**config.mk**
```make
export PLATFORM = sky130hd
export DESIGN_NAME = tiled_seq_mult
export DESIGN_NICKNAME = d
export VERILOG_FILES = /design/src/rtl/tiled_seq_mult.sv
export SDC_FILE = /design/constraint.sdc
export NUM_CORES = 1
export LEC_CHECK = 0
export ABC_AREA = 1
export CAP_MARGIN = 40
export CORE_ASPECT_RATIO = 1.1
export CORE_UTILIZATION = 60
export CTS_BUF_LIST = sky130_fd_sc_hd__clkbuf_2
export DETAILED_ROUTE_END_ITERATION = 7
export HOLD_SLACK_MARGIN = 0.05
export PLACE_DENSITY = 0.85
export RECOVER_POWER = 50
export SYNTH_ARGS = -nofsm -noshare
export SYNTH_HDL_FRONTEND = slang
export SYNTH_SLANG_ARGS = --single-unit
```
**constraint.sdc**
```tcl
create_clock -name clk -period 6.5 [get_ports clk]
set_input_delay 1.95 -clock clk [delete_from_list [all_inputs] [get_ports clk]]
set_output_delay 1.95 -clock clk [all_outputs]
set_load 0.01 [all_outputs]
```
**src/rtl/tiled_seq_mult.sv**
```systemverilog
// rtl/tiled_seq_mult.sv - sequential multiplier built from 2x2-bit tiles, one tile per cycle
// Approximate mode replaces the 3x3 tile (9) with 7.
module tiled_seq_mult #(
  parameter int WIDTH = 8
) (
  input  logic                                      clk,
  input  logic                                      rst,
  input  logic                                      in_valid,
  output logic                                      in_ready,
  input  logic [WIDTH-1:0]                          A,
  input  logic [WIDTH-1:0]                          B,
  input  logic                                      approx,
  output logic                                      out_valid,
  input  logic                                      out_ready,
  output logic [2*WIDTH-1:0]                        P,
  output logic [$clog2((WIDTH/2)*(WIDTH/2)+1)-1:0]  approx_hits
);

  localparam int D  = WIDTH / 2;
  localparam int T  = D * D;
  localparam int HW = $clog2(T + 1);
  localparam int DW = (D > 1) ? $clog2(D) : 1;

  typedef enum logic [1:0] {IDLE, RUN, DONE} state_t;

  state_t               state, state_nxt;
  logic [WIDTH-1:0]     a_r, b_r;
  logic                 approx_r;
  logic [DW-1:0]        i_r, j_r;
  logic [2*WIDTH-1:0]   acc;
  logic [HW-1:0]        hits;

  logic                 accept;
  logic                 last_tile;
  logic [1:0]           a_dig, b_dig;
  logic                 tile_hit;
  logic [3:0]           tile_val;
  logic [2*WIDTH-1:0]   tile_shift;

  assign accept    = (state == IDLE) && in_valid;
  assign last_tile = (i_r == DW'(D - 1)) && (j_r == DW'(D - 1));

  // Tile k = i*D + j pairs A digit i with B digit j, weighted by 4^(i+j).
  assign a_dig      = 2'(a_r >> (2 * 32'(i_r)));
  assign b_dig      = 2'(b_r >> (2 * 32'(j_r)));
  assign tile_hit   = approx_r && (a_dig == 2'd3) && (b_dig == 2'd3);
  assign tile_val   = tile_hit ? 4'd7 : ({2'b00, a_dig} * {2'b00, b_dig});
  assign tile_shift = (2*WIDTH)'(tile_val) << (2 * (32'(i_r) + 32'(j_r)));

  always_ff @(posedge clk) begin
    if (rst) state <= IDLE;
    else     state <= state_nxt;
  end

  always_comb begin
    state_nxt = state;
    case (state)
      IDLE:    if (in_valid)  state_nxt = RUN;
      RUN:     if (last_tile) state_nxt = DONE;
      DONE:    if (out_ready) state_nxt = IDLE;
      default:                state_nxt = IDLE;
    endcase
  end

  always_comb begin
    in_ready  = (state == IDLE);
    out_valid = (state == DONE);
  end

  always_ff @(posedge clk) begin
    if (rst) begin
      a_r      <= '0;
      b_r      <= '0;
      approx_r <= 1'b0;
      i_r      <= '0;
      j_r      <= '0;
      acc      <= '0;
      hits     <= '0;
    end else if (accept) begin
      a_r      <= A;
      b_r      <= B;
      approx_r <= approx;
      i_r      <= '0;
      j_r      <= '0;
      acc      <= '0;
      hits     <= '0;
    end else if (state == RUN) begin
      acc  <= acc + tile_shift;
      hits <= hits + HW'(tile_hit);
      if (j_r == DW'(D - 1)) begin
        j_r <= '0;
        i_r <= i_r + DW'(1);
      end else begin
        j_r <= j_r + DW'(1);
      end
    end
  end

  assign P           = acc;
  assign approx_hits = hits;

endmodule
```
==> results by group <==
Timing
  – Fmax: 249 MHz
  – Final Skew: 0.00999 ns
  – Tightest Pin Transition: 0.669 ns
  – Hold Vio Cnt, Final: 0
  – Worst slew margin: 55.3%
  – Final setup vio count: 0
  – Fin. max-slew vios: 0
  – Post-route minimum period: about 4.0 ns
  – Tcrit/Tclk final: about three fifths
  – Total Neg Setup Slack: 0 ns
  – Unrepaired setup endpoints after global routing: no

Route
  – Avg Vias per Cell: 5.29
  – DR vias: between 2000 and 3000
  – First-pass iteration count of the detailed router: 5
  – Routed length per instance: 11.9 um
  – Final WL: roughly 6000 um
  – Antenna-violating nets left: 0
  – Drc violations: 0
  – DR iter-0 viols: 118

Cells and area
  – Most frequent cells in the layout: 109 x nand2_1, 52 x nor2_1, 44 x dfxtp_1, 42 x inv_1, 41 x clkdlybuf4s50_1
  – Post-Layout Cell Count: about 510
  – Most common cell after layout, fill and taps aside: nand2_1
  – FILL cells: ~370
  – Final-stage net count: 497
  – Fin util: 75.8%
  – Share of cells above drive strength 1: 6.19%
  – Total inserted antenna cells: 0
  – P&R area growth vs syn: 18.5%

Floorplanning
  – I/O Pins: 44
  – Die span in y: 73.7 um
  – Placement row count: 25
  – Core Region: around 4400 sq um
  – Die W: approximately 67 um
  – Die area: 4940 sq um
  – Starting Density: ~64%

Clocking
  – Cts bufs inserted: 5
  – Clock Tree Root: clkbuf_2
  – Worst-Skew Late Latency: 0.42 ns
  – Clock buffer depth: 2
  – Hold Buf Count CTS: 0
  – CTS H-Tree Depth: 2
  – CTS clk-pin slew, worst paths: 0.23 ns
  – Clock Sink Count: 44
  – Number of gates resized after cts: 0
  – CTS tree: yes
  – Post-CTS setup buffers: 0

Worst hold path
  – Hold Crit Depth: 2
  – Endpoint, Worst Hold: a_r[2]
  – Worst hold start: a_r[2]
  – Worst min-delay path class: register to register

Worst setup path
  – Largest stage delay, worst path: 0.53 ns
  – Worst setup EP type: register
  – Critical Path RT: between 6 and 7 ns
  – CP Launch Type: primary input
  – Worst R2R Setup Slack: 2.95 ns
  – Worst R2R Path Depth: 22
  – Reg-to-Reg Start: i_r[0]
  – WP data arrival: 4.40 ns
  – Crit Reg-Reg Endpoint: P[13]
  – Crit Path Category: primary input to register
  – WP buf/inv: 4
  – Worst-path maximum fanout: 20
  – Crit-path most repeated cell: inv_1
  – Critical path's slowest cell: dlygate4sd3_1
  – Worst path cell trace: dlygate4sd3_1, nand2_1, inv_1, nor2_1, inv_1, nor2_1, o21ai_1, inv_1
  – Crit-path leading delay family: buffers and inverters

Synth
  – Synth Warn #: 0
  – Distinct cells, synth: 36
  – Syn_nets: roughly 460
  – Sequential area share after synthesis: 31.5%
  – Mapped Cells: 411
  – Syn Area/Cell: 6.81 sq um
  – Synthesized area: 2800 sq um
  – Synth Register Bits: between 40 and 50

Placed design
  – Post-DP HPWL: 4590 um
  – Port buffer count: 43
  – Placed cells: roughly 500
  – Gpl congestion: 0.915

Global route
  – First-pass GRT wire length: 10200 um
  – GRT overflow: 0
  – GR Util met1: 27.9%
  – Vias in the first global route: 2471
  – Busiest grt layer: met2
  – GRT Overall Usage: 27.4%
  – Grt met3 use: 6.21%
  – GRT met2 Usage: 52.1%
  – Largest net degree at the start of global routing: 27
  – Antenna violations before repair: 0

Pwr
  – P_leak: 1.55 nW
  – Max VDD drop: 0.129 mV
  – Pwr/cell area: 163 nW/um^2

Run
  – Number of max-cap violations: 0

Outcome
  – Run status: completed
## worst min-delay path, delay by kind of cell (launching register included)
kind	cells	cell delay, ns
and+or+nand+nor	1	0.06
AOI/OAI and AO/OA	1	0.05
DFF	1	0.36
## final cells by class
class | instances | area, sq um | area share (%)
clock buffer | 5 | 25.0 | 0.754
clock inverter | 3 | 42.5 | 1.28
inverter | 48 | 180 | 5.43
multi-input combinational | 309 | 1690 | 51.0
sequential | 44 | 881 | 26.5
tap | 54 | 67.6 | 2.04
timing repair buffer | 43 | 430 | 13.0
## per-stage QoR
| stage | total power [mW] | area [sq um] | hold WS [ns] | worst slack (ns) |
|---|---|---|---|---|
| 6_report | 0.543 | 3320 | 0.480 | 2.49 |
| 5_1_grt | 0.567 | 3320 | 0.498 | 2.15 |
| 4_1_cts | 0.545 | 3320 | 0.483 | 2.93 |
| 3_5_place_dp | 0.390 | 3260 | 0.456 | 2.77 |
| 3_3_place_gp | 0.387 | 3260 | 0.453 | 2.83 |
| 2_1_floorplan | 0.355 | 2800 | 0.445 | 3.42 |
## worst max path at each step
stage	startpoint	to	slack, ns	depth (start not counted)
final	in_valid	P[12]	2.49	8
after CTS	state[1]	out_valid	2.93	3
after global placement	in_valid	P[11]	2.83	8
after detailed placement	in_valid	P[11]	2.77	8
after floorplan	j_r[0]	P[13]	3.42	22
after global routing	in_valid	P[12]	2.15	8
## state kept, by name (all words and copies together), names as in the netlist
name and cells:
approx_r 1, state 2, j_r 2, P 16, b_r 8, a_r 8, approx_hits 5, i_r 2
## cells in the mapped netlist
master    number  share of area, %
xor2_1         9               2.8
inv_1         40               5.4
nand2_2        3              0.67
buf_1          1              0.13
ha_1          23                10
nand2_4        1              0.40
a21oi_1       39               7.0
nand2_1      108                14
inv_2          8               1.1
o21bai_1       1              0.27
o32ai_1        1              0.31
a21o_1         2              0.54
nand3_2        2              0.71
a211oi_1       1              0.27
nand4_1        4              0.89
nor2_1        51               6.8
nand3_4        1              0.63
fa_1           2               1.4
buf_2          3              0.54
o21ai_2        3              0.94
o22ai_1        1              0.22
a31oi_1        2              0.45
dfxtp_1       44                31
xnor2_1        5               1.6
or2_4          1              0.31
clkbuf_1       6              0.80
nor2_2         2              0.45
nor3b_1        1              0.27
nor4_1         1              0.22
nor3_1         3              0.54
nand3_1       17               3.0
nor2_4         2              0.80
o211ai_1       1              0.27
a21oi_2        1              0.31
o21ai_1       10               1.8
o21ai_0       11               2.0
## logic make-up (layout without fill, tap and decap cells)
| family | Yosys count | in the layout | share of synthesized area [%] |
|---|---|---|---|
| and+or+nand+nor | 197 | 197 | 30.3 |
| AOI/OAI and AO/OA | 73 | 73 | 14.3 |
| buffers and inverters | 58 | 99 | 7.91 |
| DFF | 44 | 44 | 31.5 |
| adders and majority gates | 25 | 25 | 11.7 |
| xor gates and xnor gates | 14 | 14 | 4.38 |
## power breakdown
part	internal, mW	switching [mW]	total [mW]
Sequential	0.283	0.00944	0.292
Combinational	0.0401	0.0513	0.0914
Clock	0.0641	0.0951	0.159
## routing by layer
layer / routed length, um / vias up
met4: 109 / 0
li1: - / 1403
met3: 200 / 9
met2: 3150 / 55
met5: 0 / -
met1: 2570 / 1208
No activity file was read; power rests on OpenSTA's default activity.
